**src/rtl/div_pkg.sv**
```systemverilog
// Shared divider constants and the per-stage record of the reconstruct pipeline.
// RECON_CHECK_EN adds the expected-value and illegal-tuple fields to the record.
package div_pkg;

    localparam int unsigned DIV_WIDTH         = 8;
    localparam int unsigned DIV_RECON_LATENCY = DIV_WIDTH + 1;

    typedef struct packed {
        logic                   valid;
        logic [DIV_WIDTH-1:0]   quotient;
        logic [DIV_WIDTH-1:0]   divisor;
        logic [2*DIV_WIDTH-1:0] acc;
`ifdef RECON_CHECK_EN
        logic [DIV_WIDTH-1:0]   expected;
        logic                   illegal;
`endif
    } recon_stage_t;

endpackage

```
**src/rtl/div_reconstruct_stage.sv**
```systemverilog
// One registered conditional shift-add step: adds divisor << BIT_IDX when
// quotient bit BIT_IDX is set; every other field passes through unchanged.
module div_reconstruct_stage
    import div_pkg::*;
#(
    parameter int unsigned BIT_IDX = 0
) (
    input  logic         clk,
    input  logic         reset,
    input  recon_stage_t stage_in,
    output recon_stage_t stage_out
);

    logic [2*DIV_WIDTH-1:0] addend;

    always_comb begin
        addend = {{DIV_WIDTH{1'b0}}, stage_in.divisor} << BIT_IDX;
    end

    always_ff @(posedge clk) begin
        if (reset) begin
            stage_out <= '0;
        end else begin
            stage_out <= stage_in;
            if (stage_in.quotient[BIT_IDX]) begin
                stage_out.acc <= stage_in.acc + addend;
            end
        end
    end

endmodule

```
**src/rtl/div_reconstruct_pipeline.sv**
```systemverilog
// Pipelined result = quotient*divisor + remainder, latency WIDTH+1, one op per cycle.
// Optional RECON_CHECK_EN adds an expected input and a registered mismatch flag.
module div_reconstruct_pipeline
    import div_pkg::*;
#(
    // Stage record fields are sized by DIV_WIDTH; WIDTH must equal it.
    parameter int unsigned WIDTH = DIV_WIDTH
) (
    input  logic               clk,
    input  logic               reset,
    input  logic               start,
    input  logic [WIDTH-1:0]   quotient,
    input  logic [WIDTH-1:0]   divisor,
    input  logic [WIDTH-1:0]   remainder,
`ifdef RECON_CHECK_EN
    input  logic [WIDTH-1:0]   expected,
    output logic               mismatch,
`endif
    output logic               valid,
    output logic [2*WIDTH-1:0] result
);

    recon_stage_t load_q;
    recon_stage_t chain [WIDTH+1];

    always_ff @(posedge clk) begin
        if (reset) begin
            load_q <= '0;
        end else begin
            load_q.valid <= start;
            if (start) begin
                load_q.quotient <= quotient;
                load_q.divisor  <= divisor;
                load_q.acc      <= {{WIDTH{1'b0}}, remainder};
`ifdef RECON_CHECK_EN
                load_q.expected <= expected;
                load_q.illegal  <= (divisor != '0) && (remainder >= divisor);
`endif
            end
        end
    end

    assign chain[0] = load_q;

    for (genvar k = 1; k <= WIDTH; k++) begin : g_stage
        div_reconstruct_stage #(
            .BIT_IDX(k - 1)
        ) u_stage (
            .clk      (clk),
            .reset    (reset),
            .stage_in (chain[k-1]),
            .stage_out(chain[k])
        );
    end

    // Result is forced to zero between pulses so stale accumulators never leak out.
    always_ff @(posedge clk) begin
        if (reset) begin
            valid  <= 1'b0;
            result <= '0;
        end else begin
            valid  <= chain[WIDTH].valid;
            result <= chain[WIDTH].valid ? chain[WIDTH].acc : '0;
        end
    end

`ifdef RECON_CHECK_EN
    always_ff @(posedge clk) begin
        if (reset) begin
            mismatch <= 1'b0;
        end else begin
            mismatch <= chain[WIDTH].valid &&
                        ((chain[WIDTH].acc != {{WIDTH{1'b0}}, chain[WIDTH].expected}) ||
                         chain[WIDTH].illegal);
        end
    end
`endif

endmodule

```
**config.mk**
```make
export PLATFORM = sky130hd
export DESIGN_NAME = div_reconstruct_pipeline
export DESIGN_NICKNAME = d
export VERILOG_FILES = /design/src/rtl/div_pkg.sv /design/src/rtl/div_reconstruct_stage.sv /design/src/rtl/div_reconstruct_pipeline.sv
export SDC_FILE = /design/constraint.sdc
export NUM_CORES = 1
export LEC_CHECK = 0
export CORE_MARGIN = 2
export CORE_UTILIZATION = 40
export DETAILED_ROUTE_END_ITERATION = 6
export DONT_BUFFER_PORTS = 1
export GPL_ROUTABILITY_DRIVEN = 0
export PLACE_DENSITY = 0.6
export SLEW_MARGIN = 40
export SYNTH_ARGS = -nofsm -noshare
export SYNTH_HDL_FRONTEND = slang
export SYNTH_SLANG_ARGS = --single-unit
```
**constraint.sdc**
```tcl
create_clock -name clk -period 2.1 [get_ports clk]
set_input_delay 0.525 -clock clk [delete_from_list [all_inputs] [get_ports clk]]
set_output_delay 0.525 -clock clk [all_outputs]
set_load 0.1 [all_outputs]
```
==> impl_metrics.toml, run 1 <==
[outcome]
status = "completed"

[power]
irDropWorstVdd_uv = 455
power.internal_uw = 7080
pwr-share-comb = 0.026
swShare = 0.208
p_sw_uw = 1860
clock_power_share = 0.462
p_seq_frac = 0.512
p_per_area_mw_per_mm2 = 820
p_leak_uw = 0.00456

[detailed_routing]
drt_iter0_drc = 217
vias = 6322
viasPerCell = 4.86
wl_met3_um = 499
wl_um = 15300
route.met2.wl_um = 7810
wirelength_met1_um = 6570
wl_per_cell_um = 11.8
ant_nets = 0
dr.pass1.iters = 4
maxUsedRoutingLayer = "met4"
drc = 0

[yosys]
synth_area_per_cell_um2 = 10.2
synthMuxAreaShare = 0.0415
yosys_warnings = 0
syn_area_mm2 = 0.00966
synth_edf_count = 0
ys_ff_latch = 234
ys_types = 38
synth_top_family_by_area = "simple AND/OR/NAND/NOR gates"
async_flop_share = 0
synth_fa_ha_area_frac = 0.0995
syn-num-nets = 1046
synth_compound_area_frac = 0.158
yosysSeqAreaShare = 0.485
synth_xor_area_frac = 0.00726
synth_simple_gate_area_frac = 0.181
synth_cells = 947
ys.flop_type = "dfxtp_1"

[layout]
drive_gt1_frac = 0.0947
diodes = 0
final_util = 0.462
area_growth_pct = 13.0
fillers = 2245
nets = 1063

[critical_path]
crit_path_end_kind = "flop"
path_class = "reg2reg"
cp.required_ps = 2480
crit_fanout = 3
critPathLaunchType = "flop"
crit_arrival_ps = 2320
reg2reg_depth = 7

[clock_tree]
clk_path_buf_depth = 3
cts_buffers = 25
clock-sinks = 234
h-tree-depth = 1
cts_root_buf = "clkbuf_16"
clk_latency_ps = 520
cts_tree = "built"
clk_pin_slew_worst_paths_ps = 60
hold_buffers = 0

[global_route]
grt-ovfl-total = 0
grt_max_degree = 251
grt_pass1_wl_um = 27200
grt_pass1_vias = 6321
grt.total_usage = 0.122
antenna_found_initial = 0

[timing]
slew_viol_final = 0
setup_tns_ps = 0
rsz0062_at_grt = "no"
tightest_slew_ps = 578
setup_viol = 0
fin_crit_sh = 0.919
slew_headroom = 0.614
clock_skew_ps = 16.6
finalCriticalPeriod_ps = 1930
hold_viol_final = 0
fin_ws_ps = 169
fmax_mhz = 518

[placement]
hpwl_um = 10400
placement.io_buffers = 0
dp_slack_ps = 143

[floorplanning]
dieHeight_um = 159
num_rows = 56
initial_utilization = 0.409
dieWidth_um = 159
num_io_pins = 44
fp.coreArea_mm2 = 0.0236
die_area_mm2 = 0.0254

[job]
drv_cap = 0

[hold_path]
holdPathStages = 1
hold_path_class = "in2reg"
## per-layer routing
metal | GRT usage | up-vias
met5 | 0 | -
met4 | 0.0463 | 0
met3 | 0.0229 | 32
met2 | 0.231 | 84
met1 | 0.134 | 2840
li1 | - | 3366
## sequential cells by signal, summed over array words and instances (netlist names)
register,cells
result,16
chain,25
g_stage.u_stage.stage_out,192
valid,1
## power by group through the flow
stage	Sequential [uW]	Combinational, uW	Clock (uW)
5_1_grt	4580	270	4430
6_report	4570	234	4130
4_1_cts	4570	234	4290
2_1_floorplan	4650	279	0
3_3_place_gp	4670	230	0
3_5_place_dp	4670	233	0
## worst paths after layout
kind                                                        from                          endpoint  slack [ps]
worst max register to register   g_stage[5].u_stage.stage_out[5]  g_stage[6].u_stage.stage_out[11]         170
worst min-delay path                                       reset                        chain[289]          80
worst min register to register  g_stage[3].u_stage.stage_out[32]  g_stage[4].u_stage.stage_out[32]         420
worst max-delay path             g_stage[5].u_stage.stage_out[5]  g_stage[6].u_stage.stage_out[11]         170
## kinds of logic after synthesis
family                   after synthesis
AO/OA/AOI/OAI                        224
buffers and inverters                 63
multiplexers                          40
adder cells (fa/ha/maj)               72
XOR/XNOR                               8
flip-flops                           234
AND/OR/NAND/NOR                      306
## worst max-delay path, stage by stage, from the launching register on
cell,delay (ps)
dfxtp_1,310
ha_1,220
fa_1,420
a211oi_1,240
buf_4,160
o21bai_1,70
a211oi_1,250
o32ai_1,120
## through the flow
step	cells	power [uW]	area [um2]	hold slack [ps]
2_1_floorplan	947	4930	9660	406
3_3_place_gp	1256	4900	10100	409
3_5_place_dp	1256	4910	10100	412
4_1_cts	1301	9090	10900	69.5
5_1_grt	1301	9280	10900	59.1
6_report	1301	8940	10900	84.3
## repair_timing
action	in CTS	in global routing
setup buffers	0	0
resized for setup	0	4
setup endpoints to repair	0	4
## placed cells by master, fill, tap and decap left out, types with 8 or more instances in the layout
cell,n
o21bai_1,8
o311ai_0,15
xnor2_1,8
buf_4,29
o32ai_1,8
nand2_1,24
nor2b_1,130
inv_1,24
o211ai_1,8
and2_1,16
or4_1,8
or3b_2,8
ha_1,64
o211a_1,8
a21oi_1,48
mux2i_1,40
nand2b_1,16
o21ai_0,64
nand3b_1,8
clkbuf_16,25
nand3_1,8
dfxtp_1,234
a211o_1,8
a211oi_1,29
nor3b_1,16
nor2_1,64
o21a_1,8
## final cells by class
cell class              instances  area, um2  area share
repair buffers                 29        218      0.0200
clock buffers                  35        733      0.0672
well taps                     319        399      0.0366
flip-flops and latches        234       4680       0.429
multi-input cells             650       4720       0.433
clock inverters                10       63.8     0.00585
inverters                      24       90.1     0.00826
## synthesized netlist by cell type, types with 2 or more instances
cell,instances,area share
a211o_1,8,0.0073
a211oi_1,32,0.025
a21o_1,7,0.0054
a21oi_1,48,0.025
a21oi_4,7,0.012
and2_1,16,0.010
and3_1,7,0.0045
buf_2,6,0.0031
buf_4,2,0.0016
clkbuf_1,29,0.011
dfxtp_1,234,0.49
fa_1,8,0.017
ha_1,64,0.083
inv_1,24,0.0093
mux2i_1,40,0.041
nand2_1,24,0.0093
nand2b_1,16,0.010
nand3_1,8,0.0041
nand3b_1,8,0.0062
nor2_1,64,0.025
nor2b_1,130,0.084
nor3b_1,16,0.012
o211a_1,8,0.0083
o211ai_1,8,0.0062
o21a_1,8,0.0062
o21ai_0,64,0.033
o21bai_1,8,0.0062
o311ai_0,15,0.014
o32ai_1,8,0.0073
or3b_2,8,0.0073
or4_1,8,0.0062
xnor2_1,8,0.0073
(Power assumes the default switching activity.)
==> run 2, diff against run 1 <==
--- a/config.mk
+++ b/config.mk
@@ -11,7 +11,6 @@
 export DONT_BUFFER_PORTS = 1
 export GPL_ROUTABILITY_DRIVEN = 0
 export PLACE_DENSITY = 0.6
-export SLEW_MARGIN = 40
 export SYNTH_ARGS = -nofsm -noshare
 export SYNTH_HDL_FRONTEND = slang
 export SYNTH_SLANG_ARGS = --single-unit
==> results of run 2 <==
Same layout as run 1: the final DEF is identical, and so are final timing and power.
